==> config.mk <==
export PLATFORM = sky130hd
export DESIGN_NAME = uart_tx_arbiter
export DESIGN_NICKNAME = d
export VERILOG_FILES = /design/src/rtl/uart_tx_arbiter.sv
export SDC_FILE = /design/constraint.sdc
export NUM_CORES = 1
export LEC_CHECK = 0
export CAP_MARGIN = 40
export CORE_MARGIN = 2
export CORE_UTILIZATION = 38
export DETAILED_ROUTE_END_ITERATION = 7
export PLACE_DENSITY = 0.8
export SLEW_MARGIN = 10
export SYNTH_ARGS = -nofsm -noshare
export SYNTH_HDL_FRONTEND = slang
export SYNTH_SLANG_ARGS = --single-unit
==> constraint.sdc <==
create_clock -name clk_i -period 1.95 [get_ports clk_i]
set_clock_uncertainty 0.2 [all_clocks]
set_input_delay 0.4875 -clock clk_i [delete_from_list [all_inputs] [get_ports clk_i]]
set_output_delay 0.4875 -clock clk_i [all_outputs]
set_load 0.005 [all_outputs]
==> src/rtl/uart_tx_arbiter.sv <==
// Round-robin arbiter sharing one UART TX byte stream between NumReq requesters.
// Define UART_ARB_LINE_LOCK_EN to hold a grant until 0x0A or a stall timeout.
module uart_tx_arbiter #(
    parameter int unsigned NumReq      = 2,
    parameter int unsigned LockTimeout = 1024
) (
    input  logic                      clk_i,
    input  logic                      rst_ni,
    input  logic [NumReq-1:0]         req_valid_i,
    input  logic [8*NumReq-1:0]       req_data_i,
    output logic [NumReq-1:0]         req_ready_o,
    output logic                      tx_valid_o,
    output logic [7:0]                tx_data_o,
    input  logic                      tx_ready_i,
    output logic [$clog2(NumReq)-1:0] owner_o,
    output logic                      busy_o,
    output logic                      timeout_o
);
    localparam int unsigned OwnW = $clog2(NumReq);
    localparam int unsigned SumW = OwnW + 1;

    typedef enum logic {IDLE, GRANT} state_e;

    state_e          state;
    logic [OwnW-1:0] rr_ptr;
    logic [OwnW-1:0] next_ptr;
    logic [NumReq-1:0] rot;
    logic            grant_found;
    logic [OwnW-1:0] grant_idx;
    logic [SumW-1:0] sum;
    logic            owner_valid;
    logic [7:0]      owner_data;
    logic            out_free;
    logic            xfer;

`ifdef UART_ARB_LINE_LOCK_EN
    localparam int unsigned CntW      = $clog2(LockTimeout);
    localparam logic [CntW-1:0] StallLast = CntW'(LockTimeout - 1);
    localparam logic [7:0] LineEnd    = 8'h0A;
    logic [CntW-1:0] stall_cnt;
`else
    logic [31:0] unused_lock_timeout;
    assign unused_lock_timeout = 32'(LockTimeout);
    assign timeout_o = 1'b0;
`endif

    assign owner_valid = req_valid_i[owner_o];
    assign owner_data  = req_data_i[{owner_o, 3'b000} +: 8];
    assign out_free    = !tx_valid_o || tx_ready_i;
    assign xfer        = (state == GRANT) && owner_valid && out_free;
    assign next_ptr    = (owner_o == OwnW'(NumReq - 1)) ? '0 : owner_o + OwnW'(1);

    // Rotate valids so bit 0 is rr_ptr; the first set bit is the round-robin winner.
    assign rot = NumReq'({req_valid_i, req_valid_i} >> rr_ptr);

    always_comb begin
        grant_found = 1'b0;
        grant_idx   = '0;
        sum         = '0;
        for (int unsigned i = 0; i < NumReq; i++) begin
            if (!grant_found && rot[i]) begin
                grant_found = 1'b1;
                sum = SumW'(rr_ptr) + SumW'(i);
                if (sum >= SumW'(NumReq)) begin
                    sum = sum - SumW'(NumReq);
                end
                grant_idx = sum[OwnW-1:0];
            end
        end
    end

    // Only the owner sees ready, and only when the output slot can take a byte.
    always_comb begin
        req_ready_o = '0;
        if (state == GRANT) begin
            req_ready_o[owner_o] = out_free;
        end
    end

    always_ff @(posedge clk_i or negedge rst_ni) begin
        if (!rst_ni) begin
            state      <= IDLE;
            rr_ptr     <= '0;
            owner_o    <= '0;
            busy_o     <= 1'b0;
            tx_valid_o <= 1'b0;
            tx_data_o  <= '0;
`ifdef UART_ARB_LINE_LOCK_EN
            stall_cnt  <= '0;
            timeout_o  <= 1'b0;
`endif
        end else begin
            if (xfer) begin
                tx_valid_o <= 1'b1;
                tx_data_o  <= owner_data;
            end else if (tx_valid_o && tx_ready_i) begin
                tx_valid_o <= 1'b0;
            end
`ifdef UART_ARB_LINE_LOCK_EN
            timeout_o <= 1'b0;
`endif
            case (state)
                IDLE: begin
                    if (grant_found) begin
                        state   <= GRANT;
                        busy_o  <= 1'b1;
                        owner_o <= grant_idx;
`ifdef UART_ARB_LINE_LOCK_EN
                        stall_cnt <= '0;
`endif
                    end
                end
                GRANT: begin
`ifdef UART_ARB_LINE_LOCK_EN
                    // Lock holds until end of line; a silent owner is evicted after the timeout.
                    if (xfer) begin
                        stall_cnt <= '0;
                        if (owner_data == LineEnd) begin
                            state  <= IDLE;
                            busy_o <= 1'b0;
                            rr_ptr <= next_ptr;
                        end
                    end else if (!owner_valid) begin
                        if (stall_cnt == StallLast) begin
                            state     <= IDLE;
                            busy_o    <= 1'b0;
                            rr_ptr    <= next_ptr;
                            stall_cnt <= '0;
                            timeout_o <= 1'b1;
                        end else begin
                            stall_cnt <= stall_cnt + CntW'(1);
                        end
                    end
`else
                    if (xfer) begin
                        state  <= IDLE;
                        busy_o <= 1'b0;
                        rr_ptr <= next_ptr;
                    end
`endif
                end
                default: state <= IDLE;
            endcase
        end
    end

endmodule

== Yosys cells after proc, flatten, opt, wreduce, memory -nomap -nowiden ==
Index checks and enable logic that the tools add are counted.

* Add/subtract/negate cells: 4
* Magnitude comparators: 4
* Equal/unequal tests: 2
* Shift-type cells: 2
* Multiplexer cells: 20
* Bitwise operators: 2
* Reductions and logical operators: 12

{| class="wikitable"
|+ Operators with widths
! kind !! number
|-
| 2-to-1 mux 1 bit || 16
|-
| indexed part select 16 x 5 -> 8 bit || 1
|-
| AND reduction 2 bit || 3
|-
| logical AND 1 bit || 5
|-
| case mux 1 bit (2 select lines) || 2
|-
| >> shifter 4 x 1 -> 2 bit || 1
|-
| adder 1 x 1 -> 2 bit, second input constant || 1
|-
| bitwise AND 2 bit || 1
|-
| >= comparator 1 x 2 -> 1 bit, second input constant || 1
|-
| >= comparator 2 bit, second input constant || 1
|-
| logical NOT 1 bit || 2
|-
| < comparator 1 x 2 -> 1 bit, second input constant || 1
|-
| 2-to-1 mux 2 bit || 1
|-
| != test 2 x 1 -> 1 bit, second input constant || 1
|-
| != test 2 bit, second input constant || 1
|-
| nonzero test 2 bit || 1
|-
| subtractor 1 bit, second input constant || 2
|-
| adder 1 bit, second input constant || 1
|-
| demux 1 bit (select 1 bit) || 1
|-
| >= comparator 1 bit, second input constant || 1
|-
| logical OR 1 bit || 1
|-
| inverter 1 bit || 1
|}

* Register bits after elaboration: 13
* Input port bits: 21

== Longest topological paths before layout ==
* Word-level depth: 7
* Gate-level depth with buffers: 4
* Depth with buffers taken out: 3

== Worst setup path after synthesis ==
Ideal clock, no wire load.

* Path type: input port to flip-flop
* Start point: input port req_valid_i[0]
* End point: register tx_data_o[1]
* Arrival time: 1.283 ns
* Slack: 0.342 ns
* Stages on the path: 4
* Path buffers: 1
* Cell sequence: mux2_4 > nand3_2 > buf_6 > mux2_4

* Word-level cells in the longest chain between the ends: 4

{| class="wikitable"
|+ RTL lines
! item !! line !! RTL
|-
| start, declared || 9 || <nowiki>input logic [NumReq-1:0] req_valid_i,</nowiki>
|-
| 2-to-1 mux 1 bit (not written as such) (2 in a row) || 47 || <nowiki>assign owner_valid = req_valid_i[owner_o];</nowiki>
|-
| logical AND 1 bit (2 in a row) || 50 || <nowiki>assign xfer = (state == GRANT) && owner_valid && out_free;</nowiki>
|-
| end signal, assigned || 95 || <nowiki>tx_data_o <= owner_data;</nowiki>
|-
| end, declared || 13 || <nowiki>output logic [7:0] tx_data_o,</nowiki>
|}

Every way passes these cells. The select of a mux whose other input is x is not followed.
A chain may end at the register's enable or synchronous reset.

== Worst setup path in the final report ==
* Start point: register owner_o
* End point: output port owner_o

{| class="wikitable"
|+ RTL lines
! item !! line !! RTL
|-
| start, declared || 15 || <nowiki>output logic [$clog2(NumReq)-1:0] owner_o,</nowiki>
|-
| start signal, assigned || 107 || <nowiki>owner_o <= grant_idx;</nowiki>
|}

No word-level cell between the ends.

==> summary.md <==
| Metric | Value |
|---|---|
| Result of the run | `finished, final reports clean` |
| Post-DP HPWL | `1140 um` |
| Total Nets Final | `roughly 120` |
| Cell types occupying the most area after synthesis | `sky130_fd_sc_hd__dfrtp_1, sky130_fd_sc_hd__mux2_4, sky130_fd_sc_hd__mux2_2, sky130_fd_sc_hd__nand2_1, sky130_fd_sc_hd__buf_6` |
| Post-detailed-route count of antenna-violating nets | `0` |
| Clock sink total | `13` |
| Utilization after layout | `between 60 and 70%` |
| Largest fanout of any net on the critical path | `6` |
| Largest buffer count on any clock path | `2` |
| I/O pin count | `35` |
| Synthesized Nets | `between 70 and 80` |
| Endpoints failing hold | `0` |
| Vias per std cell | `approximately 4.8` |
| Required time of the critical path | `1260 ps` |
| Worst hold margin | `approximately 300 ps` |
| Area Overhead vs Synth | `64.8%` |
| Vias after detailed routing | `between 500 and 600` |
| Final WS setup | `59.6 ps` |
| Cell Area, Synth | `approximately 660 sq um` |
| Post-Synthesis Cells | `50` |
| Std-Cell Core Area | `about 0.0017 sq mm` |
| Flops & latches, synth | `13` |
| Number of placed instances with taps included | `between 100 and 150` |
| Yosys synthesis warning count | `0` |
| TNS Setup | `0 ps` |
| Largest stage delay on the critical path | `about 510 ps` |
| Routed met2 length | `around 720 um` |
| CP top delay family | `buffers and inverters` |
| Most frequent cells in the layout | `sky130_fd_sc_hd__clkdlybuf4s50_1, sky130_fd_sc_hd__dfrtp_1, sky130_fd_sc_hd__buf_4` |
| CTS tree | `yes` |
| Ratio of final minimum period to clock period | `a little over nine tenths` |
| Tightest Pin Transition | `610 ps` |
| Number of standard cells in the layout, taps in and fillers out | `between 100 and 150` |
| Starting utilization of the core area | `39.3%` |
| Number of distinct library cells after synthesis | `19` |
| Category of the most critical setup path | `flop to primary output` |
| Share of layout cells above drive strength 1 | `36.6%` |
| Number of antenna violations at the first check in global routing | `0` |
| Highest routing layer actually used | `met3` |
| Fin crit period | `between 1500 and 2000 ps` |
| Sequential area share after synthesis | `49.0%` |
| Number of max-slew violations in the final report | `0` |
| Layout Cell Area excl Fill | `~0.0011 sq mm` |
| Worst reg-to-reg setup slack | `roughly 310 ps` |
| Worst VDD drop | `roughly 0.64 mV` |
| Routed wl met3 | `around 75 um` |
| RSZ-0062 raised after global routing | `no` |
| Die footprint | `0.00210 sq mm` |
| Die width | `~46 um` |
| Largest net degree at the start of global routing | `14` |
| Die boundary height | `45.8 um` |
| Final GP Congestion | `between 0.7 and 0.8` |
| Highest-delay cell along the critical path | `sky130_fd_sc_hd__clkdlybuf4s50_1` |
| Met1 routed wirelength after detailed routing | `approximately 600 um` |
| Detailed-routing iteration count for the pre-antenna-repair pass | `1` |
| Path class of the lowest-slack min-delay path | `flop to flop` |
| CTS clock-pin slew for the worst setup and hold paths | `80 ps` |
| Cell Chain, Critical Path | `clkdlybuf4s50_1` |
| Post-CTS Hold Fix Bufs | `0` |
| Cell accounting for the most synthesized area | `sky130_fd_sc_hd__dfrtp_1` |
| CTS H-Tree Depth | `1` |
| Global-route wire length before repair | `between 2000 and 2500 um` |
| Number of remaining DRC errors | `0` |
| Overall power consumption | `roughly 1.6 mW` |
| Highest clock frequency the design can meet | `approximately 530 MHz` |
| Total of endpoints with negative setup slack in the final report | `0` |
| Num rows | `15` |
| Power Density | `1440 mW/mm^2` |
| Number of buffers inserted during clock tree synthesis | `3` |
| Root Driver | `sky130_fd_sc_hd__clkbuf_4` |
| Overall Global Routing Usage | `between 10 and 15%` |
| Max_cap viols | `0` |
| Post-Place Worst Slack | `-469 ps` |
| Area share of the leading cell type in the synthesized netlist | `roughly half` |
| Critical path buffer and inverter count | `1` |
| Kind of end point of the critical path | `primary output` |
| Worst slew margin relative to its limit | `roughly three fifths` |
| Placed cell areas | `~0.0011 sq mm` |
| Number of global-route vias before repair | `between 500 and 600` |
| Synthesized area per cell | `approximately 13 sq um` |
| Wire length per cell after detailed routing | `~13 um` |
| Clock latency on the worst-skew pair | `260 ps` |
| Ant. Diodes | `0` |
| Arrival time at the worst endpoint | `approximately 1200 ps` |
| Pleak | `a little over 0.5 nW` |
| Final Routed Wirelength | `~1400 um` |
| Most common cell after layout, fill and taps aside | `sky130_fd_sc_hd__clkdlybuf4s50_1` |
| Iteration-0 DRC count of the detailed router | `0` |
| Number of buffers added on ports | `33` |
| Crit start category | `flop` |
| Overall overflow remaining after global route | `0` |
[power by group]
group | internal [mW] | switching (mW)
registers | 0.413 | 0.0909
logic | 0.629 | 0.280
clock network | 0.0790 | 0.0837
total | 1.12 | 0.455
[repair_timing]
| action | in CTS | in global routing |
|---|---|---|
| endpoints found under the setup margin | 3 | 0 |
| resized for setup | 13 | 0 |
| setup buffers | 0 | 0 |
[cell type report]
class / count / area (sq um)
Fill cell: 128 / 594
Multi-Input combinational cell: 32 / 320
Tap cell: 17 / 21.3
Timing Repair Buffer: 42 / 393
Inverter: 2 / 7.51
Sequential cell: 13 / 327
Clock buffer: 4 / 26.3
[per-layer routing]
metal / GRT usage, % / vias to the layer above
met5: 0 / -
met4: 3.43 / 0
met3: 2.38 / 0
met2: 25.9 / 22
met1: 17.6 / 250
li1: - / 257
[state kept, by name, summed over array words and instances, names as in the netlist]
| name | flops |
|---|---|
| tx_data_o | 8 |
| busy_o | 1 |
| owner_o | 1 |
| rr_ptr | 1 |
| state | 1 |
| tx_valid_o | 1 |
[synth_stat cells]
library cell / instances
sky130_fd_sc_hd__mux2i_1: 1
sky130_fd_sc_hd__inv_1: 2
sky130_fd_sc_hd__mux2_2: 8
sky130_fd_sc_hd__conb_1: 1
sky130_fd_sc_hd__buf_6: 1
sky130_fd_sc_hd__nand2b_1: 1
sky130_fd_sc_hd__dfrtp_1: 13
sky130_fd_sc_hd__buf_4: 1
sky130_fd_sc_hd__a21oi_1: 1
sky130_fd_sc_hd__a21boi_1: 1
sky130_fd_sc_hd__nand2_1: 4
sky130_fd_sc_hd__a31oi_1: 1
sky130_fd_sc_hd__buf_2: 1
sky130_fd_sc_hd__and3_1: 1
sky130_fd_sc_hd__mux2_1: 1
sky130_fd_sc_hd__nor2_1: 2
sky130_fd_sc_hd__mux2_4: 8
sky130_fd_sc_hd__nand3_2: 1
sky130_fd_sc_hd__o2bb2ai_1: 1
[path summary, 6_finish.rpt]
path | start | end | cells after the start
worst max-delay path | owner_o | owner_o | 1
worst min-delay path | busy_o | busy_o | 1
worst max register to register | owner_o | tx_data_o[7] | 4
worst min register to register | busy_o | busy_o | 1
max in group asynchronous | rst_ni | owner_o | 1
min in group asynchronous | rst_ni | tx_data_o[0] | 1
[kinds of logic after synthesis]
kind of cell           count (synthesis)  synth area share, %
muxes                                 18                 34.8
AOI/OAI and AO/OA                      4                 4.14
DFF                                   13                 49.0
other                                  1                0.564
buffers and inverters                  5                 4.71
and+or+nand+nor                        9                 6.78
(Power assumes the default switching activity.)
